`src/rtl/pwm_uart_pkg.sv`:
```
// Shared types and constants for the PWM core's UART transmitter.
package pwm_uart_pkg;

    typedef enum logic [2:0] {
        StIdle,
        StStart,
        StData,
        StParity,
        StStop
    } tx_state_e;

    localparam int unsigned PAR_NONE = 0;
    localparam int unsigned PAR_EVEN = 1;
    localparam int unsigned PAR_ODD  = 2;

    localparam int unsigned DEFAULT_CLKS_PER_BIT = 434;

    localparam int unsigned LEVEL_W = 5;

endpackage

```
`src/rtl/uart_tx_fifo.sv`:
```
// Synchronous byte FIFO feeding the UART transmitter; power-of-two depth, async reset.
module uart_tx_fifo
    import pwm_uart_pkg::*;
#(
    parameter int unsigned DEPTH = 4,
    parameter int unsigned WIDTH = 8
) (
    input  logic               clk_i,
    input  logic               rst_i,
    input  logic               push_i,
    input  logic [WIDTH-1:0]   wdata_i,
    input  logic               pop_i,
    output logic [WIDTH-1:0]   rdata_o,
    output logic               full_o,
    output logic               empty_o,
    output logic [LEVEL_W-1:0] level_o
);

    localparam int unsigned AW = (DEPTH > 1) ? $clog2(DEPTH) : 1;

    logic [WIDTH-1:0]   mem_q [DEPTH];
    logic [AW-1:0]      wr_ptr_q;
    logic [AW-1:0]      rd_ptr_q;
    logic [LEVEL_W-1:0] level_q;
    logic               do_push;
    logic               do_pop;

    assign full_o  = (level_q == LEVEL_W'(DEPTH));
    assign empty_o = (level_q == '0);
    assign level_o = level_q;
    assign rdata_o = mem_q[rd_ptr_q];

    // Guarded here so a push against a full FIFO can never overwrite queued data.
    assign do_push = push_i & ~full_o;
    assign do_pop  = pop_i & ~empty_o;

    always_ff @(posedge clk_i or posedge rst_i) begin
        if (rst_i) begin
            wr_ptr_q <= '0;
            rd_ptr_q <= '0;
            level_q  <= '0;
        end else begin
            if (do_push) begin
                wr_ptr_q <= wr_ptr_q + 1'b1;
            end
            if (do_pop) begin
                rd_ptr_q <= rd_ptr_q + 1'b1;
            end
            if (do_push && !do_pop) begin
                level_q <= level_q + 1'b1;
            end else if (do_pop && !do_push) begin
                level_q <= level_q - 1'b1;
            end
        end
    end

    always_ff @(posedge clk_i) begin
        if (do_push) begin
            mem_q[wr_ptr_q] <= wdata_i;
        end
    end

endmodule

```
`src/rtl/pwm_uart_tx.sv`:
```
// UART transmitter: valid/ready byte port, FIFO, baud counter and frame FSM with registered TX.
module pwm_uart_tx
    import pwm_uart_pkg::*;
#(
    parameter int unsigned CLKS_PER_BIT = DEFAULT_CLKS_PER_BIT,
    parameter int unsigned PARITY       = PAR_NONE,
    parameter int unsigned STOP_BITS    = 1,
    parameter int unsigned FIFO_DEPTH   = 4
) (
    input  logic         clk1_i,
    input  logic         rst_i,
    input  logic [7:0]   tx_data_i,
    input  logic         tx_valid_i,
    output logic         tx_ready_o,
    output logic         uart_txd_o,
    output logic         tx_busy_o,
    output logic [4:0]   fifo_level_o
);

    localparam logic [15:0] BAUD_RELOAD = 16'(CLKS_PER_BIT - 1);
    localparam logic [2:0]  LAST_STOP   = 3'(STOP_BITS - 1);
    localparam logic        ODD_PARITY  = (PARITY == PAR_ODD);

    tx_state_e    state_q, state_d;
    logic [15:0]  cnt_q, cnt_d;
    logic [2:0]   bit_idx_q, bit_idx_d;
    logic [7:0]   shift_q, shift_d;
    logic         par_q, par_d;
    logic         txd_q, txd_d;
    logic         load_frame;

    logic         fifo_pop;
    logic [7:0]   fifo_rdata;
    logic         fifo_full;
    logic         fifo_empty;
    logic [4:0]   fifo_level;

    uart_tx_fifo #(
        .DEPTH (FIFO_DEPTH),
        .WIDTH (8)
    ) u_fifo (
        .clk_i   (clk1_i),
        .rst_i   (rst_i),
        .push_i  (tx_valid_i),
        .wdata_i (tx_data_i),
        .pop_i   (fifo_pop),
        .rdata_o (fifo_rdata),
        .full_o  (fifo_full),
        .empty_o (fifo_empty),
        .level_o (fifo_level)
    );

    always_comb begin
        state_d    = state_q;
        cnt_d      = cnt_q;
        bit_idx_d  = bit_idx_q;
        shift_d    = shift_q;
        par_d      = par_q;
        load_frame = 1'b0;

        unique case (state_q)
            StIdle: begin
                load_frame = !fifo_empty;
            end
            StStart: begin
                if (cnt_q == '0) begin
                    cnt_d     = BAUD_RELOAD;
                    bit_idx_d = '0;
                    state_d   = StData;
                end else begin
                    cnt_d = cnt_q - 16'd1;
                end
            end
            StData: begin
                if (cnt_q == '0) begin
                    cnt_d = BAUD_RELOAD;
                    if (bit_idx_q == 3'd7) begin
                        bit_idx_d = '0;
                        state_d   = (PARITY != PAR_NONE) ? StParity : StStop;
                    end else begin
                        bit_idx_d = bit_idx_q + 3'd1;
                        shift_d   = shift_q >> 1;
                    end
                end else begin
                    cnt_d = cnt_q - 16'd1;
                end
            end
            StParity: begin
                if (cnt_q == '0) begin
                    cnt_d     = BAUD_RELOAD;
                    bit_idx_d = '0;
                    state_d   = StStop;
                end else begin
                    cnt_d = cnt_q - 16'd1;
                end
            end
            StStop: begin
                // Stop bits are counted individually so the 16-bit counter never needs 2x range.
                if (cnt_q == '0) begin
                    if (bit_idx_q == LAST_STOP) begin
                        load_frame = !fifo_empty;
                        state_d    = StIdle;
                    end else begin
                        bit_idx_d = bit_idx_q + 3'd1;
                        cnt_d     = BAUD_RELOAD;
                    end
                end else begin
                    cnt_d = cnt_q - 16'd1;
                end
            end
            default: begin
                state_d = StIdle;
            end
        endcase

        if (load_frame) begin
            shift_d   = fifo_rdata;
            par_d     = (^fifo_rdata) ^ ODD_PARITY;
            cnt_d     = BAUD_RELOAD;
            bit_idx_d = '0;
            state_d   = StStart;
        end
    end

    assign fifo_pop = load_frame;

    // Line level follows the current state one cycle later, keeping every bit full length.
    always_comb begin
        txd_d = 1'b1;
        unique case (state_q)
            StIdle:   txd_d = 1'b1;
            StStart:  txd_d = 1'b0;
            StData:   txd_d = shift_q[0];
            StParity: txd_d = par_q;
            StStop:   txd_d = 1'b1;
            default:  txd_d = 1'b1;
        endcase
    end

    always_ff @(posedge clk1_i or posedge rst_i) begin
        if (rst_i) begin
            state_q   <= StIdle;
            cnt_q     <= '0;
            bit_idx_q <= '0;
            shift_q   <= '0;
            par_q     <= 1'b0;
            txd_q     <= 1'b1;
        end else begin
            state_q   <= state_d;
            cnt_q     <= cnt_d;
            bit_idx_q <= bit_idx_d;
            shift_q   <= shift_d;
            par_q     <= par_d;
            txd_q     <= txd_d;
        end
    end

    assign uart_txd_o   = txd_q;
    assign tx_ready_o   = !fifo_full;
    assign fifo_level_o = fifo_level;
    assign tx_busy_o    = (state_q != StIdle) | (fifo_level != '0);

endmodule

```
`config.mk`:
```
export PLATFORM = sky130hd
export DESIGN_NAME = pwm_uart_tx
export DESIGN_NICKNAME = d
export VERILOG_FILES = /design/src/rtl/pwm_uart_pkg.sv /design/src/rtl/uart_tx_fifo.sv /design/src/rtl/pwm_uart_tx.sv
export SDC_FILE = /design/constraint.sdc
export NUM_CORES = 1
export LEC_CHECK = 0
export ABC_AREA = 1
export BUFFER_PORTS_ARGS = -buffer_cell sky130_fd_sc_hd__buf_2
export CORE_MARGIN = 5
export CORE_UTILIZATION = 43
export CTS_BUF_LIST = sky130_fd_sc_hd__clkbuf_16
export DETAILED_ROUTE_END_ITERATION = 8
export HOLD_SLACK_MARGIN = 0.15
export PLACE_DENSITY = 0.65
export SYNTH_ARGS = -nofsm -noshare
export SYNTH_HDL_FRONTEND = slang
export SYNTH_HIERARCHICAL = 1
export SYNTH_SLANG_ARGS = --single-unit
```
`constraint.sdc`:
```
create_clock -name clk1_i -period 7.5 [get_ports clk1_i]
set_input_delay 0.375 -clock clk1_i [delete_from_list [all_inputs] [get_ports clk1_i]]
set_output_delay 0.375 -clock clk1_i [all_outputs]
set_load 0.02 [all_outputs]
```
* Word level (Yosys, flattened, before mapping)
Memories as Yosys holds them, arrays and structs flattened. Index checks and enable logic that the tools add are counted.
Word-level totals: memories 1, register bits after elaboration 41, output and inout port bits 8, RAM bits 32, input bits 11
Cells by class: add/subtract/negate cells 6, reductions and logical operators 24, bitwise operators 5, mux-type cells 32, equal/unequal tests 17
Memories:
- u_fifo.mem_q | words 4, bits a word 8, read ports 1, clocked after Yosys merged registers in 0, write ports 1, RTL line uart_tx_fifo.sv:21 | logic [WIDTH-1:0] mem_q [DEPTH];
Operators by type and width (count):
- 2-to-1 mux 16 bit | 4
- 2-to-1 mux 3 bit | 13
- 2-to-1 mux 8 bit | 4
- one-hot mux 16 bit (2 select lines) | 1
- inequality test 3 x 2 -> 1 bit, second input constant | 7
- zero test 16 bit | 1
- subtractor 16 x 1 -> 16 bit, second input constant | 1
- one-hot mux 3 bit (5 select lines) | 1
- 2-to-1 mux 5 bit | 2
- one-hot mux 3 bit (3 select lines) | 1
- parity 8 bit | 1
- AND reduction 7 bit | 1
- == test 3 x 2 -> 1 bit, second input constant | 2
- == test 3 bit, second input constant | 2
- zero test 3 bit | 2
- nonzero test 2 bit | 3
- nonzero test 3 bit | 2
- adder 5 x 1 -> 5 bit, second input constant | 1
- == test 5 x 3 -> 1 bit, second input constant | 1
- zero test 5 bit | 1
- AND reduction 5 bit | 1
- nonzero test 5 bit | 1
- subtractor 5 x 1 -> 5 bit, second input constant | 1
- adder 2 x 1 -> 2 bit, second input constant | 2
- other kinds (18) | 28

* Longest topological paths before layout
Gate-level depths: netlist (run 1).
word-level depth 9, mapped depth 17, depth with buffers taken out 16

* Cells and area by module
The synthesis (run 1) kept the hierarchy.
Modules (own cells, without submodules):
- pwm_uart_tx | instances 1, cells each 328, sequential area each 802.0 sq um, area an instance 2290.9 sq um
- uart_tx_fifo | instances 1, cells each 168, sequential area each 1186.1 sq um, area an instance 1890.6 sq um

* Least setup slack after synthesis (run 1)
OpenSTA, ideal clock, no wires.
kind register to register, from register u_fifo.level_q[1], in the netlist u_fifo/level_o[1], to register u_fifo.level_q[4], in the netlist u_fifo/level_o[4], arrival time 2.517 ns, slack 4.866 ns, cell stages (with the launch flop) 16, path through dfrtp_1 > nor2_4 > nand4_2 > inv_1 > nand3b_1 > nand2_2 > buf_6 > nand2_2 > ha_1 > inv_1 > ha_1 > or2_2 > nand2_1 > nand2_1 > nand3_1 > nand2_1
On the way: cells in the longest elaborated chain, start to end 9, elaborated cells on any way between the ends 19, classes of those cells add/sub (2); eq/ne (1); mux (5); bitwise (4); reduce/logical (7)
Ends and longest elaborated chain:
- from (decl) | RTL line uart_tx_fifo.sv:24 | logic [LEVEL_W-1:0] level_q;
- from (signal assigned) | RTL line uart_tx_fifo.sv:50 | level_q <= level_q + 1'b1;
- from (signal assigned) | RTL line uart_tx_fifo.sv:52 | level_q <= level_q - 1'b1;
- zero test 5 bit (*) | RTL line uart_tx_fifo.sv:29 | assign empty_o = (level_q == '0);
- via fifo_empty | RTL line pwm_uart_tx.sv:35 | logic fifo_empty;
- zero test 1 bit (*) | RTL line pwm_uart_tx.sv:63, pwm_uart_tx.sv:101
- 2-to-1 mux 1 bit | RTL line pwm_uart_tx.sv:100 | if (bit_idx_q == LAST_STOP) begin
- 2-to-1 mux 1 bit | RTL line pwm_uart_tx.sv:99 | if (cnt_q == '0) begin
- one-hot mux 1 bit (2 select lines) (*) | RTL line pwm_uart_tx.sv:61 | unique case (state_q)
- via fifo_pop | RTL line pwm_uart_tx.sv:32 | logic fifo_pop;
- AND 1 bit (*) | RTL line uart_tx_fifo.sv:35 | assign do_pop = pop_i & ~empty_o;
- zero test 1 bit | RTL line uart_tx_fifo.sv:49 | if (do_push && !do_pop) begin
- logical AND 1 bit | RTL line uart_tx_fifo.sv:49
- 2-to-1 mux 5 bit / nonzero test 2 bit (equally long branches)
The timed path passes the listed nets; every way through them passes the cells marked *. The select of a mux whose other input is x is not followed. A chain may end at the register's enable or synchronous reset.

* Final worst setup path (run 1)
from register cnt_q[0], to register u_fifo.level_q[4], in the netlist u_fifo/level_o[4]
On the way: cells in the longest elaborated chain, start to end 7, elaborated cells on any way between the ends 9, classes of those cells mux (3); bitwise (1); reduce/logical (5)
Ends and longest elaborated chain:
- from (decl) | RTL line pwm_uart_tx.sv:25 | logic [15:0] cnt_q, cnt_d;
- from (signal assigned) | RTL line pwm_uart_tx.sv:150 | cnt_q <= cnt_d;
- zero test 16 bit (*) | RTL line pwm_uart_tx.sv:99
- 2-to-1 mux 1 bit (*) | RTL line pwm_uart_tx.sv:99
- one-hot mux 1 bit (2 select lines) (*) | RTL line pwm_uart_tx.sv:61
- AND 1 bit (*) | RTL line uart_tx_fifo.sv:35
- zero test 1 bit | RTL line uart_tx_fifo.sv:49
- logical AND 1 bit | RTL line uart_tx_fifo.sv:49
- 2-to-1 mux 5 bit / nonzero test 2 bit (equally long branches)
Mark *: on every way between the ends. The rest lies on a longest branch, timed or not.

==> results of run 1 <==
stage by stage:
| step | utilization, % | cells | setup slack (ps) |
|---|---|---|---|
| 6_report | 48.31 | 654 | 4645 |
| 5_1_grt | 48.31 | 654 | 4336 |
| 4_1_cts | 48.31 | 654 | 4629 |
| 3_5_place_dp | 45.00 | 637 | 4638 |
| 3_3_place_gp | 45.00 | 637 | 4724 |
| 2_1_floorplan | - | 496 | 4866 |
metal layers:
metal	routed length [µm]	vias to the layer above	track usage (%)
met4	179	0	7.484
met3	302	14	3.375
met1	3753	1492	19.09
li1	-	1642	-
met2	4043	48	25.82
met5	0	-	0
synth_stat cells:
cell,number
nand2_1,125
nor2_1,67
inv_1,58
dfrtp_1,40
o21ai_0,34
nand3_1,33
edfxtp_1,32
ha_1,12
xor2_1,9
buf_6,8
o22ai_1,8
o21ai_1,7
xnor2_1,7
nand2_2,6
o21ai_2,6
inv_2,5
nand4_1,5
nor2_2,5
nand2_4,4
nor2_4,4
buf_2,2
nand3_2,2
nor3_1,2
or2_2,2
a21boi_0,1
and3_1,1
buf_4,1
dfstp_2,1
fa_1,1
inv_6,1
nand3b_1,1
nand3b_4,1
nand4_2,1
nand4_4,1
o211ai_2,1
o311ai_0,1
o31ai_1,1
final cells by class:
| type | instances | area (µm²) | area share, % |
|---|---|---|---|
| Multi-Input combinational cell | 348 | 1841 | 39.52 |
| Timing Repair Buffer | 20 | 107.6 | 2.311 |
| Clock inverter | 7 | 83.83 | 1.800 |
| Sequential cell | 73 | 1988 | 42.69 |
| Inverter | 64 | 245.2 | 5.266 |
| Clock buffer | 9 | 225.2 | 4.836 |
| Tap cell | 133 | 166.4 | 3.573 |
worst reg2reg max path: stages, from the launching register on:
cell and delay, ps:
dfrtp_1 400, inv_1 110, ha_1 280, nand2_4 120, nor2_4 120, nand4_1 130, nand2_2 290, nand2_2 120
ha_1 230, inv_1 130, ha_1 270, or2_2 310, nand2_1 70, nand2_1 50, nand3_1 60, nand2_1 50
path summary, 6_finish.rpt:
path | end | slack [ps] | cells past startpoint
worst min-delay path | u_fifo/mem_q[3][7] | 250 | 1
worst max-delay path | u_fifo/level_o[4] | 4640 | 15
min in group asynchronous | u_fifo/level_o[0] | 560 | 3
worst min register to register | bit_idx_q[1] | 520 | 2
max in group asynchronous | uart_txd_o | 6490 | 4
worst max register to register | u_fifo/level_o[4] | 4640 | 15
power by group through the flow:
stage / logic (µW) / registers, µW / clock network, µW
2_1_floorplan: 163 / 525 / 0
3_3_place_gp: 233 / 513 / 0
3_5_place_dp: 242 / 516 / 0
4_1_cts: 244 / 508 / 454
5_1_grt: 272 / 514 / 472
6_report: 240 / 508 / 445
cell usage in the layout, fill, tap and decap left out, types with 4 or more instances in the layout:
cell | synthesis | final
dfrtp_1 | 40 | 40
inv_2 | 5 | 5
nor2_2 | 5 | 5
nand2_1 | 125 | 125
o21ai_1 | 7 | 7
inv_6 | 1 | 4
o21ai_2 | 6 | 6
edfxtp_1 | 32 | 32
buf_2 | 2 | 18
xnor2_1 | 7 | 7
ha_1 | 12 | 12
inv_1 | 58 | 58
nand2_4 | 4 | 4
nand3_1 | 33 | 33
o21ai_0 | 34 | 34
nor2_1 | 67 | 67
nor2_4 | 4 | 4
clkbuf_16 | 0 | 9
nand4_1 | 5 | 5
xor2_1 | 9 | 9
o22ai_1 | 8 | 8
nand2_2 | 6 | 6
sequential cells by signal, indices dropped and copies added (netlist names), 2 cells and up:
signal / count
u_fifo/wr_ptr_q: 2
u_fifo/level_o: 5
state_q: 3
u_fifo/mem_q: 32
shift_q: 8
bit_idx_q: 3
cnt_q: 16
u_fifo/rd_ptr_q: 2
kinds of logic (layout without fill, tap and decap cells):
group           after synthesis  after routing  synth area share, %
compound gates               59             59                8.229
xor+xnor                     16             16                3.351
fa+ha+maj                    13             13                4.069
buf+inv                      75            100                8.438
flops                        73             73                47.55
simple gates                260            260                28.37
==> metrics.md, run 1 <==
| Metric | Value |
|---|---|
| Chip width | roughly 110 µm |
| Data required time at the worst endpoint | 7730 ps |
| Min-Delay Path Class | in2reg |
| Synth area leaders | dfrtp_1 (24%), edfxtp_1 (23%), nand2_1 (11%), nor2_1 (6.0%), inv_1 (5.2%) |
| Total length of routed wires | 8278 µm |
| Clock Power Share | between 30% and 40% |
| Clock Latency Late Sink | 340 ps |
| Num rows | 36 |
| Die H | between 100 and 150 µm |
| Element type at the critical path start | flop |
| Endpoints failing hold | 0 |
| First-pass GRT wire length | 14310 µm |
| Port Buffers | 18 |
| Overflow left after global routing | 0 |
| Crit end category | flop |
| Static leakage | 0.002203 µW |
| Final hold slack | 247.3 ps |
| DRT Pass-1 Iters | 4 |
| DRC Markers | 0 |
| Final setup vio count | 0 |
| Initial Utilization | 43.38% |
| PD cells | 256.3 mW/mm² |
| Root buffer cell | clkbuf_16 |
| Period minus WS final | 2855 ps |
| Worst-path clk slew | 60 ps |
| Reg2Reg Launch Point | cnt_q[0] |
| DRC violation total after the first TritonRoute iteration | 113 |
| # fillers | 952 |
| Hold buffer count at CTS | 1 |
| Post-DP HPWL | 5777 µm |
| Warnings from Yosys | 6 |
| Number of buffers created by CTS | 9 |
| Internal power | around 800 µW |
| Post-route clock period utilization | 38.07% |
| DR WL/cell | approximately 13 µm |
| CTS Sinks | 73 |
| Max Cap Viol | 0 |
| DR vias/cell | 4.887 |
| Outcome | finished clean |
| Syn nets | 520 |
| Top delay family on crit path | simple AND/OR/NAND/NOR gates |
| Clock H-tree levels | 3 |
| Largest net degree at the start of global routing | 33 |
| Total track usage | 15.50% |
| IO Count | 19 |
| Final Power | 1194 µW |
| TNS Setup | 0 ps |
| CTS tree | built |
| Switch share | 31.14% |
| Worst-Margin Slew | 804.8 ps |
| Top cell type's share of synthesized area | 23.94% |
| DP Area | 0.004338 mm² |
| Vias in the first global route | 3061 |
| Critical-path cell list | inv_1 -> ha_1 -> nand2_4 -> nor2_4 -> nand4_1 -> nand2_2 -> nand2_2 -> ha_1 -> inv_1 -> ha_1 -> or2_2 -> nand2_1 -> nand2_1 -> nand3_1 -> nand2_1 |
| Yosys reg bits | 73 |
| Area delta synth->final | 11.37% |
| CTS resizes | 0 |
| Design area | 0.004657 mm² |
| Leading area contributor after synthesis | dfrtp_1 |
| Setup Skew | 8.240 ps |
| Hold wc startpoint | tx_data_i[7] |
| Mapped Cells | 496 |
| Sequential Power Share | 42.6% |
| Crit. Startpoint | cnt_q[0] |
| RD Place Congestion | 0.8421 |
| Post-CTS Setup Bufs | 0 |
| CP Max Fanout | 21 |
| VDD IR max | 0.1957 mV |
| Initial antenna violation count | 0 |
| CP max-delay cell | dfrtp_1 |
| RSZ-0062 raised after global routing | false |
| Total number of vias | 3196 |
| Die Area | 0.01180 mm² |
| Logic pwr share | 20.1% |
| Post-route ant nets | 0 |
| Count of pins over their slew limit | 0 |
| Core area | 0.009639 mm² |
| Max Root-Sink Buffers | 2 |
| Layout cells sized above 1 | around 14% |
| Slew margin rel. | 46.15% |
| Post-Syn Area | about 0.0042 mm² |
| Psw | 371.7 µW |
| Buf+Inv Stages, Crit Path | 2 |
| # nets final | 540 |
| Crit path kind | reg2reg |
| CP peak stage delay | 400 ps |
| Sequential share of the synthesized area | 47.55% |
| Yosys cell types | 37 |
| Number of inserted diodes | 0 |
| Syn avg cell area | 8.430 µm² |
| Crit path DAT | a little over 3000 ps |
| Max Fclk | about 350 MHz |
Power figures use the tool's default switching activity.
==> run 2: changes to the inputs <==
==> constraint.sdc (replaced) <==
create_clock -name clk1_i -period 2.8 [get_ports clk1_i]
set_input_delay 0.14 -clock clk1_i [delete_from_list [all_inputs] [get_ports clk1_i]]
set_output_delay 0.14 -clock clk1_i [all_outputs]
set_load 0.02 [all_outputs]
==> metrics.md, run 2 (synthesized netlist as in run 1, its figures left out) <==
| Metric | Value |
|---|---|
| Element type at the critical path start | flop |
| CP max-delay cell | dfrtp_1 |
| Port Buffers | 18 (unchanged) |
| Crit path DAT | 2810 ps (-280 ps) |
| Area delta synth->final | 14.30% |
| CTS tree | built |
| Largest net degree at the start of global routing | 25 (-24%) |
| Commonest non-fill, non-tap cells in the layout | nand2_1 (125), nor2_1 (67), inv_1 (58), dfrtp_1 (40), o21ai_0 (34) |
| Post-route ant nets | 0 (unchanged) |
| Die H | 108.6 µm (unchanged) |
| Clock Latency Late Sink | 330 ps (about the same) |
| DRC violation total after the first TritonRoute iteration | 131 (+16%) |
| # nets final | 553 (+2.4%) |
| Post-route clock period utilization | 92.47% (+54 points) |
| DR vias/cell | 4.768 (-2.4%) |
| Initial Utilization | 43.38% (unchanged) |
| Crit end category | flop |
| Logic pwr share | 21.9% (+1.8 points) |
| Max reg flops | 32 (unchanged) |
| RSZ-0062 raised after global routing | false |
| Finished Core Util | 49.58% (+1.3 points) |
| Largest register by flop count | u_fifo/mem_q |
| Buf+Inv Stages, Crit Path | 2 (unchanged) |
| Min-Delay Path Class | in2async |
| Die Area | 0.01180 mm² (unchanged) |
| Total track usage | 15.91% (+0.41 points) |
| PD cells | 680.1 mW/mm² (+170%) |
| Worst-Margin Slew | 843.0 ps (+38.24 ps) |
| R2r setup slk | 210 ps (-4430 ps) |
| Data required time at the worst endpoint | 3030 ps (-4700 ps) |
| Number of buffers created by CTS | 9 (unchanged) |
| Reg2Reg Launch Point | cnt_q[0] |
| Slew margin rel. | 43.59% (-2.6 points) |
| CP peak stage delay | 400 ps (about the same) |
| Static leakage | 0.002262 µW (+2.7%) |
| CTS resizes | 0 (unchanged) |
| Psw | 1011 µW (+170%) |
| Hold buffer count at CTS | 10 (+9) |
| Internal power | 2240 µW (+170%) |
| DRC Markers | 0 (unchanged) |
| Post-DP HPWL | 5870 µm (+1.6%) |
| Core area | 0.009639 mm² (unchanged) |
| IO Count | 19 (unchanged) |
| Post-CTS Setup Bufs | 0 (unchanged) |
| Outcome | finished clean |
| Crit path kind | reg2reg |
| Sequential Power Share | 41.0% (-1.6 points) |
| Period minus WS final | 2589 ps (-266.3 ps) |
| TNS Setup | 0 ps (unchanged) |
| Regs by FF count | u_fifo/mem_q x32, cnt_q x16, shift_q x8 |
| Total length of routed wires | 8338 µm (+0.72%) |
| Worst-path clk slew | 60 ps (about the same) |
| Switch share | 31.09% (-0.046 points) |
| DR WL/cell | 12.50 µm (-1.2%) |
| Clock H-tree levels | 3 (unchanged) |
| Top delay family on crit path | simple AND/OR/NAND/NOR gates |
| Total number of vias | 3180 (-0.50%) |
| Chip width | 108.6 µm (unchanged) |
| Root buffer cell | clkbuf_16 |
| Max Fclk | 386.2 MHz (+10%) |
| Vias in the first global route | 3233 (+5.6%) |
| CP Max Fanout | 7 (-67%) |
| DRT Pass-1 Iters | 5 (+1) |
| Endpoints failing hold | 0 (unchanged) |
| Final setup vio count | 0 (unchanged) |
| Overflow left after global routing | 0 (unchanged) |
| Num rows | 36 (unchanged) |
| First-pass GRT wire length | 14710 µm (+2.8%) |
| Clock Power Share | 37.1% (-0.2 points) |
| Initial antenna violation count | 0 (unchanged) |
| Critical-path cell list | inv_1 -> ha_1 -> nand2_4 -> nor2_4 -> nand4_1 -> nand2_2 -> nand2_2 -> ha_1 -> inv_1 -> ha_1 -> or2_2 -> nand2_1 -> nand2_1 -> nand3_1 -> nand2_1 |
| Crit. Startpoint | cnt_q[0] |
| Max Root-Sink Buffers | 2 (unchanged) |
| VDD IR max | 0.5148 mV (+160%) |
| Most common cell after layout, fill and taps aside | nand2_1 |
| Count of pins over their slew limit | 0 (unchanged) |
| RD Place Congestion | 0.8833 (+4.9%) |
| Max Cap Viol | 0 (unchanged) |
| Layout cells sized above 1 | 14.79% (+0.40 points) |
| Setup Skew | 5.190 ps (-3.050 ps) |
| Number of inserted diodes | 0 (unchanged) |
| CTS Sinks | 73 (unchanged) |
[run 2: cell count changes in the layout (fill, tap and decap cells not counted)]
cell / change
inv_6: -1
dlygate4sd3_1: +9
inv_8: +1
buf_4: +4
[run 2: path summary, 6_finish.rpt]
path                                      to  depth (start not counted)
min reg2reg                       uart_txd_o                          2
min in group clk1_i               uart_txd_o                          2
max reg2reg                u_fifo/level_o[4]                         15
min                        u_fifo/level_o[0]                          3
max in group asynchronous         uart_txd_o                          4
max                        u_fifo/level_o[4]                         15
[run 2: per-layer routing]
| layer | wire length, µm | vias to the layer above | share of wire [%] | track usage [%] |
|---|---|---|---|---|
| met4 | 57 | 0 | 0.68 | 4.779 |
| met3 | 284 | 6 | 3.4 | 3.967 |
| li1 | - | 1664 | - | - |
| met2 | 4228 | 52 | 51 | 28.42 |
| met5 | 0 | - | 0 | 0 |
| met1 | 3767 | 1458 | 45 | 18.84 |
[run 2: power by group through the flow]
| stage | clock [µW] | combinational (µW) | sequential, µW |
|---|---|---|---|
| 2_1_floorplan | 0 | 437 | 1410 |
| 3_3_place_gp | 0 | 682 | 1350 |
| 3_5_place_dp | 0 | 706 | 1360 |
| 4_1_cts | 1240 | 720 | 1330 |
| 5_1_grt | 1280 | 822 | 1350 |
| 6_report | 1210 | 712 | 1330 |
[run 2: tightest hold or removal path, cell delays in order]
cell and delay, ps:
dlygate4sd3_1 530, buf_2 120, inv_1 280
[run 2: area by class of cell]
| cell class | count | area (µm²) |
|---|---|---|
| clock buffer | 9 | 225.2 |
| clock inverter | 7 | 86.33 |
| fill | 933 | 4860 |
| inverter | 64 | 245.2 |
| multi-input combinational | 348 | 1841 |
| sequential | 73 | 1988 |
| tap | 133 | 166.4 |
| timing repair buffer | 33 | 227.7 |
[run 2: metrics by stage]
stage               hold WS [ps]  cells  cell area (µm²)  worst slack [ps]  total power, µW
floorplan                 -32.08    496             4182             166.1             1844
global placement           144.5    641             4368             266.4             2029
detailed placement         146.0    641             4368             236.0             2061
CTS                        339.3    667             4780             229.0             3291
global route               385.1    667             4780             13.74             3452
finish                     331.0    667             4780             210.9             3250
